**src/rtl/ProcessorTypes.sv**
```systemverilog
// Shared types and constants for the CSR / trap / privilege controller.
//   Privilege     : privilege level encoding (U=0, S=1, M=3)
//   TrapInfo      : trap request from the register-write stage
//   csr_xstatus_t : bit layout of mstatus (sstatus is a masked view of it)
//   CSR_*         : implemented CSR addresses
//   *_MASK        : writable-field masks
package ProcessorTypes;

  typedef enum logic [1:0] {
    PRIV_U = 2'd0,
    PRIV_S = 2'd1,
    PRIV_M = 2'd3
  } Privilege;

  typedef struct packed {
    logic        valid;
    logic        isInterrupt;
    logic [3:0]  cause;
    logic [31:0] value;
  } TrapInfo;

  typedef struct packed {
    logic [8:0] rsv31;  // 31:23
    logic       tsr;    // 22
    logic [1:0] rsv21;  // 21:20
    logic       mxr;    // 19
    logic       sum;    // 18
    logic [4:0] rsv17;  // 17:13
    logic [1:0] mpp;    // 12:11
    logic [1:0] rsv10;  // 10:9
    logic       spp;    // 8
    logic       mpie;   // 7
    logic       rsv6;   // 6
    logic       spie;   // 5
    logic       rsv4;   // 4
    logic       mie;    // 3
    logic       rsv2;   // 2
    logic       sie;    // 1
    logic       rsv0;   // 0
  } csr_xstatus_t;

  localparam logic [11:0] CSR_SSTATUS   = 12'h100;
  localparam logic [11:0] CSR_STVEC     = 12'h105;
  localparam logic [11:0] CSR_SSCRATCH  = 12'h140;
  localparam logic [11:0] CSR_SEPC      = 12'h141;
  localparam logic [11:0] CSR_SCAUSE    = 12'h142;
  localparam logic [11:0] CSR_STVAL     = 12'h143;
  localparam logic [11:0] CSR_SATP      = 12'h180;
  localparam logic [11:0] CSR_MSTATUS   = 12'h300;
  localparam logic [11:0] CSR_MEDELEG   = 12'h302;
  localparam logic [11:0] CSR_MTVEC     = 12'h305;
  localparam logic [11:0] CSR_MSCRATCH  = 12'h340;
  localparam logic [11:0] CSR_MEPC      = 12'h341;
  localparam logic [11:0] CSR_MCAUSE    = 12'h342;
  localparam logic [11:0] CSR_MTVAL     = 12'h343;
  localparam logic [11:0] CSR_MCYCLE    = 12'hB00;
  localparam logic [11:0] CSR_MINSTRET  = 12'hB02;
  localparam logic [11:0] CSR_MCYCLEH   = 12'hB80;
  localparam logic [11:0] CSR_MINSTRETH = 12'hB82;
  localparam logic [11:0] CSR_CYCLE     = 12'hC00;
  localparam logic [11:0] CSR_INSTRET   = 12'hC02;
  localparam logic [11:0] CSR_CYCLEH    = 12'hC80;
  localparam logic [11:0] CSR_INSTRETH  = 12'hC82;

  // SIE, MIE, SPIE, MPIE, SPP, MPP, SUM, MXR, TSR
  localparam logic [31:0] MSTATUS_MASK = 32'h004C_19AA;
  // SIE, SPIE, SPP, SUM, MXR
  localparam logic [31:0] SSTATUS_MASK = 32'h000C_0122;
  // Direct-mode vectors and word-aligned exception PCs
  localparam logic [31:0] XTVEC_MASK   = 32'hFFFF_FFFC;
  localparam logic [31:0] XEPC_MASK    = 32'hFFFF_FFFC;

  // MPP has no hypervisor level: the reserved encoding collapses to U.
  function automatic logic [1:0] legal_mpp(input logic [1:0] mpp);
    return (mpp == 2'b10) ? 2'b00 : mpp;
  endfunction

endpackage

```
**src/rtl/csr_counter64.sv**
```systemverilog
// 64-bit free-running counter with per-half load.
//   clk, rst   : clock, asynchronous active-high reset (clears to 0)
//   inc_en     : add one this cycle (ignored when either half is loaded)
//   load_lo/hi : replace the low/high word with load_value
//   count      : current value, wraps 2^64 -> 0
module csr_counter64
  (
    input  logic        clk,
    input  logic        rst,
    input  logic        inc_en,
    input  logic        load_lo,
    input  logic        load_hi,
    input  logic [31:0] load_value,
    output logic [63:0] count
  );

  logic [63:0] count_d;
  logic [63:0] count_q;

  // Next count: a software load wins over the increment for that cycle.
  always_comb begin
    count_d = count_q;
    if (load_lo) begin
      count_d[31:0] = load_value;
    end else if (load_hi) begin
      count_d[63:32] = load_value;
    end else if (inc_en) begin
      count_d = count_q + 64'd1;
    end else begin
      count_d = count_q;
    end
  end

  // Counter state register.
  always_ff @(posedge clk or posedge rst) begin
    if (rst) begin
      count_q <= 64'd0;
    end else begin
      count_q <= count_d;
    end
  end

  assign count = count_q;

endmodule

```
**src/rtl/csr_unit.sv**
```systemverilog
// CSR file plus trap / privilege controller for the in-order RV32 core.
//   readAddr/readEnable -> readValue/readIllegal : combinational CSR read
//   writeEnable/writeAddr/writeValue             : CSR write commit
//   trapInfo/trapPc                              : trap entry
//   trapReturn/trapReturnPrivilege               : MRET (M) / SRET (S)
//   retire                                       : minstret increment
//   nextPc                                       : redirect target (0 when idle)
//   satp, mstatus, privilege, trapSupervisorReturn : current state
module csr_unit
  import ProcessorTypes::*;
  #(
    parameter logic [31:0] RESET_PC = 32'h8000_0000
  )
  (
    input  logic        clk,
    input  logic        rst,
    input  logic [11:0] readAddr,
    input  logic        readEnable,
    output logic [31:0] readValue,
    output logic        readIllegal,
    input  logic        writeEnable,
    input  logic [11:0] writeAddr,
    input  logic [31:0] writeValue,
    input  TrapInfo     trapInfo,
    input  logic [31:0] trapPc,
    input  logic        trapReturn,
    input  Privilege    trapReturnPrivilege,
    input  logic        retire,
    output logic [31:0] nextPc,
    output logic [31:0] satp,
    output logic [31:0] mstatus,
    output logic [1:0]  privilege,
    output logic        trapSupervisorReturn
  );

  Privilege     priv_d, priv_q;
  csr_xstatus_t mstatus_d, mstatus_q;
  logic [31:0]  mtvec_d, mtvec_q, mepc_d, mepc_q, mcause_d, mcause_q;
  logic [31:0]  mtval_d, mtval_q, mscratch_d, mscratch_q;
  logic [31:0]  stvec_d, stvec_q, sepc_d, sepc_q, scause_d, scause_q;
  logic [31:0]  stval_d, stval_q, sscratch_d, sscratch_q, satp_d, satp_q;
  logic [15:0]  medeleg_d, medeleg_q;

  logic [1:0]   priv_bits_s;
  logic [31:0]  mstatus_bits_s;
  logic [31:0]  next_pc_s;
  logic         to_s_s;
  logic         cyc_ld_lo_s, cyc_ld_hi_s, ins_ld_lo_s, ins_ld_hi_s;
  logic [63:0]  mcycle_s, minstret_s;
  logic [31:0]  rd_val_s;
  logic         rd_hit_s;

  assign priv_bits_s    = priv_q;
  assign mstatus_bits_s = mstatus_q;

  // Architectural next state and redirect target; trap > return > write.
  always_comb begin
    priv_d      = priv_q;
    mstatus_d   = mstatus_q;
    mtvec_d     = mtvec_q;
    mepc_d      = mepc_q;
    mcause_d    = mcause_q;
    mtval_d     = mtval_q;
    mscratch_d  = mscratch_q;
    medeleg_d   = medeleg_q;
    stvec_d     = stvec_q;
    sepc_d      = sepc_q;
    scause_d    = scause_q;
    stval_d     = stval_q;
    sscratch_d  = sscratch_q;
    satp_d      = satp_q;
    next_pc_s   = 32'h0;
    cyc_ld_lo_s = 1'b0;
    cyc_ld_hi_s = 1'b0;
    ins_ld_lo_s = 1'b0;
    ins_ld_hi_s = 1'b0;
    // Only synchronous exceptions raised below M may be delegated to S.
    to_s_s = (priv_q != PRIV_M) && !trapInfo.isInterrupt && medeleg_q[trapInfo.cause];
    if (trapInfo.valid) begin
      if (to_s_s) begin
        sepc_d         = trapPc;
        scause_d       = {trapInfo.isInterrupt, 27'h0, trapInfo.cause};
        stval_d        = trapInfo.value;
        mstatus_d.spie = mstatus_q.sie;
        mstatus_d.sie  = 1'b0;
        mstatus_d.spp  = priv_bits_s[0];
        priv_d         = PRIV_S;
        next_pc_s      = stvec_q;
      end else begin
        mepc_d         = trapPc;
        mcause_d       = {trapInfo.isInterrupt, 27'h0, trapInfo.cause};
        mtval_d        = trapInfo.value;
        mstatus_d.mpie = mstatus_q.mie;
        mstatus_d.mie  = 1'b0;
        mstatus_d.mpp  = priv_bits_s;
        priv_d         = PRIV_M;
        next_pc_s      = mtvec_q;
      end
    end else if (trapReturn) begin
      case (trapReturnPrivilege)
        PRIV_M: begin
          // MPP can never hold 2'b10, so the cast always lands on a legal level.
          priv_d         = Privilege'(mstatus_q.mpp);
          mstatus_d.mie  = mstatus_q.mpie;
          mstatus_d.mpie = 1'b1;
          mstatus_d.mpp  = 2'b00;
          next_pc_s      = mepc_q;
        end
        default: begin
          priv_d         = Privilege'({1'b0, mstatus_q.spp});
          mstatus_d.sie  = mstatus_q.spie;
          mstatus_d.spie = 1'b1;
          mstatus_d.spp  = 1'b0;
          next_pc_s      = sepc_q;
        end
      endcase
    end else if (writeEnable) begin
      case (writeAddr)
        CSR_MSTATUS: begin
          mstatus_d     = csr_xstatus_t'(writeValue & MSTATUS_MASK);
          mstatus_d.mpp = legal_mpp(writeValue[12:11]);
        end
        CSR_SSTATUS:   mstatus_d  = csr_xstatus_t'((mstatus_bits_s & ~SSTATUS_MASK) |
                                                   (writeValue & SSTATUS_MASK));
        CSR_MTVEC:     mtvec_d    = writeValue & XTVEC_MASK;
        CSR_MEPC:      mepc_d     = writeValue & XEPC_MASK;
        CSR_MCAUSE:    mcause_d   = writeValue;
        CSR_MTVAL:     mtval_d    = writeValue;
        CSR_MSCRATCH:  mscratch_d = writeValue;
        CSR_MEDELEG:   medeleg_d  = writeValue[15:0];
        CSR_STVEC:     stvec_d    = writeValue & XTVEC_MASK;
        CSR_SEPC:      sepc_d     = writeValue & XEPC_MASK;
        CSR_SCAUSE:    scause_d   = writeValue;
        CSR_STVAL:     stval_d    = writeValue;
        CSR_SSCRATCH:  sscratch_d = writeValue;
        CSR_SATP:      satp_d     = writeValue;
        CSR_MCYCLE:    cyc_ld_lo_s = 1'b1;
        CSR_MCYCLEH:   cyc_ld_hi_s = 1'b1;
        CSR_MINSTRET:  ins_ld_lo_s = 1'b1;
        CSR_MINSTRETH: ins_ld_hi_s = 1'b1;
        default: ;
      endcase
    end else begin
      priv_d = priv_q;
    end
  end

  // CSR state registers.
  always_ff @(posedge clk or posedge rst) begin
    if (rst) begin
      priv_q     <= PRIV_M;
      mstatus_q  <= csr_xstatus_t'(32'h0);
      mtvec_q    <= RESET_PC;
      mepc_q     <= 32'h0;
      mcause_q   <= 32'h0;
      mtval_q    <= 32'h0;
      mscratch_q <= 32'h0;
      medeleg_q  <= 16'h0;
      stvec_q    <= RESET_PC;
      sepc_q     <= 32'h0;
      scause_q   <= 32'h0;
      stval_q    <= 32'h0;
      sscratch_q <= 32'h0;
      satp_q     <= 32'h0;
    end else begin
      priv_q     <= priv_d;
      mstatus_q  <= mstatus_d;
      mtvec_q    <= mtvec_d;
      mepc_q     <= mepc_d;
      mcause_q   <= mcause_d;
      mtval_q    <= mtval_d;
      mscratch_q <= mscratch_d;
      medeleg_q  <= medeleg_d;
      stvec_q    <= stvec_d;
      sepc_q     <= sepc_d;
      scause_q   <= scause_d;
      stval_q    <= stval_d;
      sscratch_q <= sscratch_d;
      satp_q     <= satp_d;
    end
  end

  csr_counter64 u_mcycle (
    .clk(clk), .rst(rst), .inc_en(1'b1),
    .load_lo(cyc_ld_lo_s), .load_hi(cyc_ld_hi_s), .load_value(writeValue),
    .count(mcycle_s)
  );

  csr_counter64 u_minstret (
    .clk(clk), .rst(rst), .inc_en(retire),
    .load_lo(ins_ld_lo_s), .load_hi(ins_ld_hi_s), .load_value(writeValue),
    .count(minstret_s)
  );

  // Read address decode; rd_hit_s marks an implemented CSR.
  always_comb begin
    rd_val_s = 32'h0;
    rd_hit_s = 1'b1;
    case (readAddr)
      CSR_MSTATUS:                 rd_val_s = mstatus_bits_s;
      CSR_SSTATUS:                 rd_val_s = mstatus_bits_s & SSTATUS_MASK;
      CSR_MTVEC:                   rd_val_s = mtvec_q;
      CSR_MEPC:                    rd_val_s = mepc_q;
      CSR_MCAUSE:                  rd_val_s = mcause_q;
      CSR_MTVAL:                   rd_val_s = mtval_q;
      CSR_MSCRATCH:                rd_val_s = mscratch_q;
      CSR_MEDELEG:                 rd_val_s = {16'h0, medeleg_q};
      CSR_STVEC:                   rd_val_s = stvec_q;
      CSR_SEPC:                    rd_val_s = sepc_q;
      CSR_SCAUSE:                  rd_val_s = scause_q;
      CSR_STVAL:                   rd_val_s = stval_q;
      CSR_SSCRATCH:                rd_val_s = sscratch_q;
      CSR_SATP:                    rd_val_s = satp_q;
      CSR_MCYCLE, CSR_CYCLE:       rd_val_s = mcycle_s[31:0];
      CSR_MCYCLEH, CSR_CYCLEH:     rd_val_s = mcycle_s[63:32];
      CSR_MINSTRET, CSR_INSTRET:   rd_val_s = minstret_s[31:0];
      CSR_MINSTRETH, CSR_INSTRETH: rd_val_s = minstret_s[63:32];
      default:                     rd_hit_s = 1'b0;
    endcase
  end

  // Address bits [9:8] carry the lowest privilege allowed to access the CSR.
  assign readIllegal = readEnable && (!rd_hit_s || (readAddr[9:8] > priv_bits_s));
  assign readValue   = (readEnable && !readIllegal) ? rd_val_s : 32'h0;

  assign nextPc               = next_pc_s;
  assign satp                 = satp_q;
  assign mstatus              = mstatus_bits_s;
  assign privilege            = priv_bits_s;
  assign trapSupervisorReturn = mstatus_q.tsr;

endmodule

```
**config.mk**
```make
export PLATFORM = sky130hd
export DESIGN_NAME = csr_unit
export DESIGN_NICKNAME = d
export VERILOG_FILES = /design/src/rtl/ProcessorTypes.sv /design/src/rtl/csr_counter64.sv /design/src/rtl/csr_unit.sv
export SDC_FILE = /design/constraint.sdc
export NUM_CORES = 2
export LEC_CHECK = 0
export CORE_UTILIZATION = 43
export DETAILED_ROUTE_END_ITERATION = 10
export GPL_TIMING_DRIVEN = 0
export HOLD_SLACK_MARGIN = 0.1
export PLACE_DENSITY = 0.62
export SYNTH_ARGS = -nofsm -noshare
export SYNTH_HDL_FRONTEND = slang
export SYNTH_SLANG_ARGS = --single-unit
export TNS_END_PERCENT = 5
```
**constraint.sdc**
```tcl
create_clock -name clk -period 26.2 [get_ports clk]
set_input_delay 5.24 -clock clk [delete_from_list [all_inputs] [get_ports clk]]
set_output_delay 5.24 -clock clk [all_outputs]
set_load 0.03 [all_outputs]
```
==> results.txt <==
The initial utilization of the core area, before any placement, comes to 43.6%. In this run the clock root is driven by a clkbuf_16. Cell internal power was estimated by the tool at 1.52 mW.

The number of sinks on the clock net came out at about 500. The signal arrival time at the worst endpoint is 11220 ps. The worst setup path is launched from an input port. The first routing iteration left around 5500 violations. Entering global routing, the biggest net connects roughly 120 pins.

The share of the cycle needed by the critical path after routing is 62.8%. The combinational cell fraction of total power came out at approximately 14%. The count of input and output buffers came out at 239. In this run, flip-flops and latches consume 43.9% of the power. The switching share of power came out at 31.2%.

Counting the fill cells in the layout gives 6257. The number of max-cap violations came out at 7. For this run, the post-layout net count is 3567. The CTS clock-pin slew for the worst setup and hold paths came out at roughly 60 ps. The critical path in this run is classified as input port to output port. The commonest register cell after synthesis is dfrtp_1. The per-cell via count in the routed design is 7.25.

The footprint of the multi-input gates came out at 0.0155 sq mm. The end-of-flow core utilization is 52.6%. By area the synthesized netlist is led by dfrtp_1 43%, mux2_2 10%, nand2_1 4.7%. The tightest min-delay check is of the flip-flop to flip-flop type. The proportion of register bits with asynchronous set or reset after synthesis is 100%. The type of destination of the critical path is an output port. The actual slew at the worst max-slew pin is 1790 ps.

Buffers inserted to repair hold after CTS numbered 0. The worst setup margin came out at roughly 10000 ps. The worst-skew pair later-pin latency came out at 670 ps. The count of pins over their slew limit came out at 41. Across all hold checks on the routed design, the worst slack comes to 507 ps. Wires add up to 174000 microns.

The clock tree from TritonCTS is built. The global route total overflow is 0. Yosys instantiated no cell more often than dfrtp_1.

The combined flip-flop and latch cell area is 0.0126 sq mm. The first-pass detailed-route iteration total came out at 9. The top-area cell type share of the netlist area came out at 42.6%. Setup repair after global routing left no endpoint under its margin. The relative slew slack is -20.0%. The die outline area came out at 0.0693 sq mm.

The layout cell share with drive strength beyond 1 is 15.7%. The first-pass GRT wire length came out at approximately 240000 microns. The H-tree depth came out at 2. The total setup buffers inserted after CTS came out at 0. The average instance in the mapped netlist occupies 9.50 sq um.

The flow ran to the end, but the final reports show violations. The final number of setup-violating endpoints came out at 0. The via count of the first global-routing pass came to 29400. The horizontal die dimension came out at 263 microns.

In this run the remaining antenna-violating nets after routing total 0. In this run, the clock network consumes 42.1% of the power. The I/O pin count is 266. The maximum clock rate is 60.8 MHz. The post-synthesis to final-layout area growth came out at 20.7%.

The total routing usage reported by global routing came out at 48.9%. The clock skew is 27.8 ps. The final hold violation count is 0. The number of cells upsized or downsized after cts is 0.

The global placement routability congestion came out at 1.10. Data on the critical path is required at its endpoint by 20960 ps. The commonest cells after synthesis are 500 x dfrtp_1, 365 x nand2_1, 266 x mux2_2. The final non-filler cell area came out at 0.0354 sq mm. The DRC violation count after routing is 0.

The routed layout has ~32000 vias. Dividing the detail-routed wire length by the instance count gives 39.9 microns. The longest clock path from root to sink contains 3 buffers.

The area after detailed placement is 0.0333 sq mm. The total standard cell area after synthesis came out at 0.0294 sq mm. dfrtp_1 takes more of the synthesized area than any other cell.

The power density normalized to cell area came out at between 60 and 70 mW/mm^2. The reported net switching power came out at 0.687 mW. The initial antenna violation count is 19. The number of flops mapped to enable cells by yosys came out at 0. Clock tree synthesis inserted a total of 60 buffers. Summed over all nets, the half-perimeter wirelength after detailed placement is 133000 microns.

The count of mapped cells out of synthesis came out at just over 3000. The minimum clock period after layout is 16460 ps. Synthesis inferred between 500 and 600 register bits. The core area is about 0.067 sq mm. The peak ir drop on the vdd network came out at 0.0563 mV. At the placement stage, the worst setup path has a slack of just over 10000 ps. The total leakage power is 14.2 nW. The number of synthesis warnings came out at 0.

The height of the die came out at 263 microns. The sequential area share after synthesis came out at 43.0%. The count of unique library cells instantiated by Yosys came out at 90. The highest net fanout along the worst path is 10.

The checks that failed: capacitance limit, slew limit. The initialized floorplan defines 95 standard-cell rows.
==> area by class of cell <==
class / instances / area share (%)
Clock inverter: 28 / 1.09
Antenna cell: 15 / 0.106
Sequential cell: 504 / 35.6
Multi-Input combinational cell: 2271 / 43.9
Buffer: 279 / 3.31
Clock buffer: 84 / 4.89
Timing Repair Buffer: 256 / 7.46
Inverter: 57 / 0.625
Tap cell: 873 / 3.08
==> cell families after synthesis <==
group,Yosys count,synth area share (%)
mux,388,14.5
xor+xnor,31,0.925
buf+inv,336,4.72
simple gates,1030,17.0
fa+ha+maj,4,0.170
compound gates,796,19.7
flops,504,43.0
other cells,1,0.0128
==> layout by cell type (no fill, tap or decap), types with 58 or more instances in the layout <==
cell type / n
mux2_2: 266
nand2_1: 365
clkbuf_16: 60
nor2_1: 176
dfrtp_1: 500
clkdlybuf4s50_1: 239
a21oi_1: 105
nor3_1: 58
mux2i_1: 119
o21ai_0: 148
nand3_1: 188
a22oi_1: 116
clkbuf_1: 215
==> layer usage <==
metal  GRT usage [%]  share of wire, %  up-vias
met5               0             0.050        -
met4            33.9               8.4       12
met2            70.5                41     2752
met1            61.2                37    15800
met3            17.3                14      704
li1                -                 -    12400
==> critical path: stages <==
cell and delay, ps:
clkdlybuf4s50_1 760, clkbuf_1 760, nor3b_1 140, o211ai_1 880, a311oi_1 240, a211oi_1 910, nand2b_1 470, clkbuf_1 800
a31oi_1 320, clkdlybuf4s50_1 700
==> per-stage QoR <==
| step | cells | setup TNS [ps] | total power, mW |
|---|---|---|---|
| after floorplan | 3111 | 0 | 1.08 |
| after global placement | 4223 | -53870 | 1.25 |
| after detailed placement | 4239 | 0 | 1.26 |
| after CTS | 4351 | 0 | 2.17 |
| after global routing | 4353 | 0 | 2.24 |
| final | 4367 | 0 | 2.20 |
==> flip-flops by register name, indices dropped and copies added, names as in the netlist <==
name and cells:
u_minstret.count 64, stval_q 32, stvec_q 30, mscratch_q 32
scause_q 32, sscratch_q 32, satp 32, mtval_q 32
privilege 2, mtvec_q 30, mstatus 9, u_mcycle.count 64
mepc_q 32, mcause_q 32, sepc_q 32, trapSupervisorReturn 1
medeleg_q 16
==> power by group through the flow <==
stage	combinational (mW)	clock, mW	sequential [mW]
floorplan	0.166	0	0.912
global placement	0.284	0	0.964
detailed placement	0.295	0	0.966
CTS	0.297	0.920	0.953
global route	0.321	0.952	0.964
finish	0.307	0.929	0.967
==> worst paths after layout <==
path                                 from                   end  slack, ps  cells past startpoint
min in group asynchronous             rst  u_minstret.count[62]       5040                      2
max in group asynchronous             rst            stval_q[5]      19000                      5
hold / removal             sscratch_q[10]        sscratch_q[10]        510                      1
hold reg to reg            sscratch_q[10]        sscratch_q[10]        510                      1
setup / recovery              readAddr[9]         readValue[14]       9740                     10
setup reg to reg             privilege[0]            mepc_q[17]      22410                      8
Note: power is estimated with default switching activity, not from simulation.
